[src/rtl/cpu_pkg.sv]
// Shared CPU definitions: LSU op encodings, LSU FSM states and the latched access context.
package cpu_pkg;

  localparam logic [2:0] LSU_B  = 3'b000;
  localparam logic [2:0] LSU_H  = 3'b001;
  localparam logic [2:0] LSU_W  = 3'b010;
  localparam logic [2:0] LSU_BU = 3'b100;
  localparam logic [2:0] LSU_HU = 3'b101;

  typedef enum logic [1:0] {IDLE, REQ, WAIT, RSP} lsu_state_t;

  // Only what the load-extension path needs after the bus request is out.
  typedef struct packed {
    logic       we;
    logic [2:0] op;
    logic [1:0] lo;
  } lsu_ctx_t;

endpackage

[src/rtl/lsu_lane_align.sv]
// Byte-lane steering for one access: store strobes/shift, load extraction/extension,
// and the misaligned/illegal-op flag.
module lsu_lane_align
  import cpu_pkg::*;
(
  input  logic [2:0]  op,
  input  logic [1:0]  addr_lo,
  input  logic [31:0] wdata,
  input  logic [31:0] rdata,
  output logic [3:0]  wstrb,
  output logic [31:0] wdata_sh,
  output logic [31:0] rdata_ext,
  output logic        bad
);

  logic [31:0] lane;

  always_comb begin
    wstrb     = 4'b0000;
    rdata_ext = '0;
    bad       = 1'b0;
    wdata_sh  = wdata << {addr_lo, 3'b000};
    lane      = rdata >> {addr_lo, 3'b000};
    case (op)
      LSU_B: begin
        wstrb     = 4'b0001 << addr_lo;
        rdata_ext = {{24{lane[7]}}, lane[7:0]};
      end
      LSU_BU: begin
        wstrb     = 4'b0001 << addr_lo;
        rdata_ext = {24'h0, lane[7:0]};
      end
      LSU_H: begin
        wstrb     = 4'b0011 << addr_lo;
        bad       = addr_lo[0];
        rdata_ext = {{16{lane[15]}}, lane[15:0]};
      end
      LSU_HU: begin
        wstrb     = 4'b0011 << addr_lo;
        bad       = addr_lo[0];
        rdata_ext = {16'h0, lane[15:0]};
      end
      LSU_W: begin
        wstrb     = 4'b1111;
        bad       = |addr_lo;
        rdata_ext = lane;
      end
      default: bad = 1'b1;
    endcase
  end

endmodule

[src/rtl/lsu_mem_master.sv]
// Load/store initiator: one access per handshake from execute, one outstanding bus request,
// registered bus and writeback outputs, optional response timeout.
module lsu_mem_master
  import cpu_pkg::*;
#(
  parameter int TIMEOUT = 255
) (
  input  logic        clk,
  input  logic        rst_n,
  input  logic        req_valid,
  output logic        req_ready,
  input  logic        req_we,
  input  logic [2:0]  req_op,
  input  logic [31:0] req_addr,
  input  logic [31:0] req_wdata,
  output logic        mem_req_valid,
  input  logic        mem_req_ready,
  output logic [31:0] mem_addr,
  output logic        mem_wen,
  output logic [31:0] mem_wdata,
  output logic [3:0]  mem_wstrb,
  input  logic        mem_resp_valid,
  input  logic [31:0] mem_rdata,
  output logic        rsp_valid,
  input  logic        rsp_ready,
  output logic [31:0] rsp_rdata,
  output logic        rsp_err
);

  localparam int CW = (TIMEOUT > 1) ? $clog2(TIMEOUT + 1) : 1;
  localparam logic [CW-1:0] TO_LAST = CW'((TIMEOUT > 0) ? TIMEOUT - 1 : 0);

  lsu_state_t  state;
  lsu_ctx_t    ctx;
  logic [CW-1:0] cnt;

  logic [2:0]  al_op;
  logic [1:0]  al_lo;
  logic [3:0]  al_wstrb;
  logic [31:0] al_wdata;
  logic [31:0] al_rdata;
  logic        al_bad;

  assign req_ready = (state == IDLE);

  // In IDLE the aligner checks the incoming request; afterwards it extends the returned word.
  assign al_op = req_ready ? req_op        : ctx.op;
  assign al_lo = req_ready ? req_addr[1:0] : ctx.lo;

  lsu_lane_align u_align (
    .op        (al_op),
    .addr_lo   (al_lo),
    .wdata     (req_wdata),
    .rdata     (mem_rdata),
    .wstrb     (al_wstrb),
    .wdata_sh  (al_wdata),
    .rdata_ext (al_rdata),
    .bad       (al_bad)
  );

  always_ff @(posedge clk) begin
    if (!rst_n) begin
      state         <= IDLE;
      ctx           <= '0;
      cnt           <= '0;
      mem_req_valid <= 1'b0;
      mem_addr      <= '0;
      mem_wen       <= 1'b0;
      mem_wdata     <= '0;
      mem_wstrb     <= 4'b0000;
      rsp_valid     <= 1'b0;
      rsp_rdata     <= '0;
      rsp_err       <= 1'b0;
    end else begin
      case (state)
        IDLE: if (req_valid) begin
          ctx <= '{we: req_we, op: req_op, lo: req_addr[1:0]};
          if (al_bad) begin
            state     <= RSP;
            rsp_valid <= 1'b1;
            rsp_err   <= 1'b1;
            rsp_rdata <= '0;
          end else begin
            state         <= REQ;
            mem_req_valid <= 1'b1;
            mem_addr      <= {req_addr[31:2], 2'b00};
            mem_wen       <= req_we;
            mem_wdata     <= req_we ? al_wdata : '0;
            mem_wstrb     <= req_we ? al_wstrb : 4'b0000;
          end
        end
        REQ: if (mem_req_ready) begin
          state         <= WAIT;
          mem_req_valid <= 1'b0;
          cnt           <= '0;
        end
        // A response in the final timeout cycle takes priority over the timeout.
        WAIT: if (mem_resp_valid) begin
          state     <= RSP;
          rsp_valid <= 1'b1;
          rsp_err   <= 1'b0;
          rsp_rdata <= ctx.we ? '0 : al_rdata;
        end else if (TIMEOUT != 0 && cnt == TO_LAST) begin
          state     <= RSP;
          rsp_valid <= 1'b1;
          rsp_err   <= 1'b1;
          rsp_rdata <= '0;
        end else begin
          cnt <= cnt + CW'(1);
        end
        RSP: if (rsp_ready) begin
          state     <= IDLE;
          rsp_valid <= 1'b0;
        end
        default: state <= IDLE;
      endcase
    end
  end

endmodule

[config.mk]
export PLATFORM = sky130hd
export DESIGN_NAME = lsu_mem_master
export DESIGN_NICKNAME = d
export VERILOG_FILES = /design/src/rtl/cpu_pkg.sv /design/src/rtl/lsu_lane_align.sv /design/src/rtl/lsu_mem_master.sv
export SDC_FILE = /design/constraint.sdc
export NUM_CORES = 1
export LEC_CHECK = 0
export BUFFER_PORTS_ARGS = -buffer_cell sky130_fd_sc_hd__clkbuf_2
export CORE_MARGIN = 1.5
export CORE_UTILIZATION = 33
export CTS_BUF_LIST = sky130_fd_sc_hd__clkbuf_4 sky130_fd_sc_hd__clkbuf_8
export DETAILED_ROUTE_END_ITERATION = 10
export GPL_TIMING_DRIVEN = 0
export PLACE_DENSITY = 0.61
export SETUP_SLACK_MARGIN = 0.5
export SYNTH_ARGS = -nofsm -noshare
export SYNTH_HDL_FRONTEND = slang
export SYNTH_SLANG_ARGS = --single-unit
[constraint.sdc]
create_clock -name clk -period 3.7 [get_ports clk]
set_input_delay 0.555 -clock clk [delete_from_list [all_inputs] [get_ports clk]]
set_output_delay 0.555 -clock clk [all_outputs]
set_load 0.01 [all_outputs]
==> metrics.md <==
| Metric | Value |
|---|---|
| Status | complete, no violations |
| Critical path fanouts, max | 10 |
| Layout cell share with drive strength beyond 1 | 33.41% |
| Startpoint types | flop |
| Final non-filler cell total | 1129 |
| Antenna violations before repair | 0 |
| R2R Path End | rsp_rdata[28] |
| PD cells | 657.5 nW/µm² |
| CP Class | reg2reg |
| Syn Std Cell Area | 5759 µm² |
| Largest net degree at the start of global routing | 17 |
| Cell count of the worst reg-to-reg path | 10 |
| Root Driver | clkbuf_8 |
| Hold Buf Count CTS | 0 |
| Site Rows | 48 |
| Crit path time final | 2.553 ns |
| DRC | 0 |
| Worst-Skew Late Latency | 0.46 ns |
| Overall routed net length | 19370 µm |
| Setup TNS | 0 ns |
| Most area-hungry cell type in the Yosys netlist | dfxtp_1 |
| Max frequency | 0.3917 GHz |
| Normalized max-slew margin | 43.88% |
| Slew Viols, Final | 0 |
| Max-cap violations | 0 |
| WP data required | 4.08 ns |
| Synth Register Bits | 118 |
| # resized after CTS | 0 |
| # diodes | 0 |
| Maximum buffer depth of the clock tree | 2 |
| Post-synthesis async set-or-reset flop share | 0% |
| Hold/Removal Path Class | in2reg |
| Final Hold Viols | 0 |
| Clk_skew | 0.01512 ns |
| Setup crit end kind | flop |
| Cell variety after synth | 73 |
| Synth-to-Final Area Change | 29.70% |
| Fillers | 1774 |
| Lkg Pwr | 3.270 nW |
| Unrepaired setup endpoints after global routing | no |
| Synth Flop Type | dfxtp_1 |
| Port Buffer Count | 206 |
| # IOs | 211 |
| Count of final setup violators | 0 |
| Die area | 18250 µm² |
| Die Span X | 135.1 µm |
| Initial core utilization | 33.53% |
| First-pass GRT wire length | 29510 µm |
| Num CTS Buffers | 17 |
| Max H-tree Level | 4 |
| Nets | 1003 |
| Number of global-route vias before repair | 5502 |
| Post-detail-place hpwl | 14600 µm |
| EDFF count, synth | 0 |
| Placed insts | 1097 |
| Clk slew on worst S/H paths | 0.08 ns |
| CTS tree | yes |
| Post-Syn Instances | 665 |
| Synth top area share | 41.02% |
| CP endpoint | rsp_rdata[28] |
| Arr. time, crit path | 2.94 ns |
| Avg Inst Size Synth | 8.661 µm² |
| DR pass1 iterations | 5 |
| Crit path launch | state[0] |
| Slew @ Worst Pin | 0.8418 ns |
| # clock sinks | 118 |
| Antenna-violating nets left | 0 |
| Yosys warns | 0 |
| Area occupied by registers | 2362 µm² |
| Postcts setup bufs | 0 |
| Sequential fraction of the synthesis area | 41.02% |
| Initial DRC Count | 355 |
| Placer Congestion | 0.8508 |
| Chip height | 135.1 µm |
| Multi-input logic area | 3093 µm² |
| Top cells by area, synth | dfxtp_1, nand2_1, nand3_1 |
| GRT Total Usage | 20.92% |
| Worst vdd ir | 318.1 µV |
| Core area | 17180 µm² |
| Setup slack, reg-to-reg | 1.15 ns |
| Vias per Instance | 5.255 |
| Total number of vias | 5933 |
| Gr ovfl total | 0 |
| R2R Path Start | state[0] |
| Average wire per standard cell | 17.15 µm |
| Fin crit share | 69.01% |
worst min-delay path by stage:
stage	from	endpoint	slack, ns	cells past startpoint
after global routing	req_addr[26]	mem_addr[26]	0.31	3
final	req_addr[26]	mem_addr[26]	0.32	3
after floorplan	ctx[5]	ctx[5]	0.43	2
after CTS	req_addr[27]	mem_addr[27]	0.30	3
after global placement	ctx[5]	ctx[5]	0.45	2
after detailed placement	mem_wdata[9]	mem_wdata[9]	0.45	1
per-stage QoR:
stage          total power, mW  instance area [µm²]  setup WS (ns)  util [%]  hold slack [ns]
6_report                 4.911                 7470          1.147     43.49           0.3159
5_1_grt                  5.209                 7470         0.9338     43.49           0.3074
4_1_cts                  4.929                 7470          1.110     43.49           0.2982
3_5_place_dp             3.733                 7076          1.142     41.19           0.4457
3_3_place_gp             3.713                 7076          1.158     41.19           0.4450
2_1_floorplan            3.034                 5763          1.500         -           0.4323
area by class of cell:
| class | count | area share (%) |
|---|---|---|
| flip-flops and latches | 118 | 31.62 |
| well taps | 225 | 3.769 |
| repair buffers | 206 | 13.80 |
| plain buffers | 52 | 3.819 |
| clock inverters | 14 | 2.044 |
| multi-input cells | 490 | 41.41 |
| clock buffers | 18 | 3.233 |
| inverters | 6 | 0.3015 |
Yosys cell counts, types with 2 or more instances:
library cell  instances
o211ai_2              3
mux2i_1              17
nor3_1                3
nor2_2                2
a31oi_1              15
or2_2                 2
a22o_1               17
mux2_2                8
and3_1                2
mux2i_2               3
dfxtp_1             118
mux2_4                2
a211oi_1              4
nand2_1             118
a211o_1               2
a21oi_1              49
buf_4                 6
buf_6                 5
xnor2_1               3
nand2b_1              6
o21ai_0              44
o2bb2ai_1            18
inv_1                 5
ha_1                  6
o211ai_1              7
a32o_1                9
xor2_1                2
nor2b_1               8
o31ai_1               3
a21o_1                4
or3_1                 3
and2_1                4
clkbuf_1             24
o221ai_1              2
nand3_1              62
nor2_1               21
buf_2                15
a221o_1               8
sequential cells by signal, summed over array words and instances, names as in the netlist:
register	flops
ctx	6
mem_wdata	32
rsp_valid	1
mem_req_valid	1
mem_wen	1
state	2
rsp_err	1
mem_wstrb	4
rsp_rdata	32
cnt	8
mem_addr	30
metal layers:
layer  track usage, %  vias up  part of all wire [%]
met2            34.07      248                    46
met1            26.31     2769                    43
met4            7.587        0                   2.1
met3            5.968       27                   8.3
li1                 -     2889                     -
met5                0        -                     0
where the power goes:
part	internal [mW]	total, mW	switching, mW
Clock	0.609	1.21	0.597
Combinational	0.788	2.12	1.33
Sequential	1.47	1.59	0.121
Total	2.86	4.91	2.05
cells by family (layout without fill, tap and decap cells):
group / Yosys count / count (layout) / share of synthesized area, %
and+or+nand+nor: 244 / 244 / 19.97
AOI/OAI and AO/OA: 203 / 203 / 25.79
DFF: 118 / 118 / 41.02
buffers and inverters: 58 / 296 / 5.344
muxes: 30 / 30 / 5.757
adders and majority gates: 6 / 6 / 1.303
xor gates and xnor gates: 5 / 5 / 0.7605
other: 1 / 2 / 0.06511
worst max-delay path, stage by stage (launching register included):
cell,delay [ns]
dfxtp_1,0.37
inv_1,0.09
ha_1,0.28
buf_6,0.18
buf_6,0.14
nand2_1,0.06
o221ai_1,0.19
a21oi_1,0.45
clkbuf_1,0.47
nand3_1,0.18
o211ai_2,0.09
layout by cell type, fill, tap and decap left out, types with 6 or more instances in the layout:
cell type / instances
clkbuf_2: 206
nand2_1: 118
dfxtp_1: 118
nand3_1: 62
a21oi_1: 49
o21ai_0: 44
clkbuf_1: 24
nor2_1: 21
o2bb2ai_1: 18
a22o_1: 17
mux2i_1: 17
clkbuf_8: 17
a31oi_1: 15
buf_2: 15
a32o_1: 9
nor2b_1: 8
mux2_2: 8
a221o_1: 8
o211ai_1: 7
buf_4: 6
nand2b_1: 6
ha_1: 6
Power figures use the tool's default switching activity.
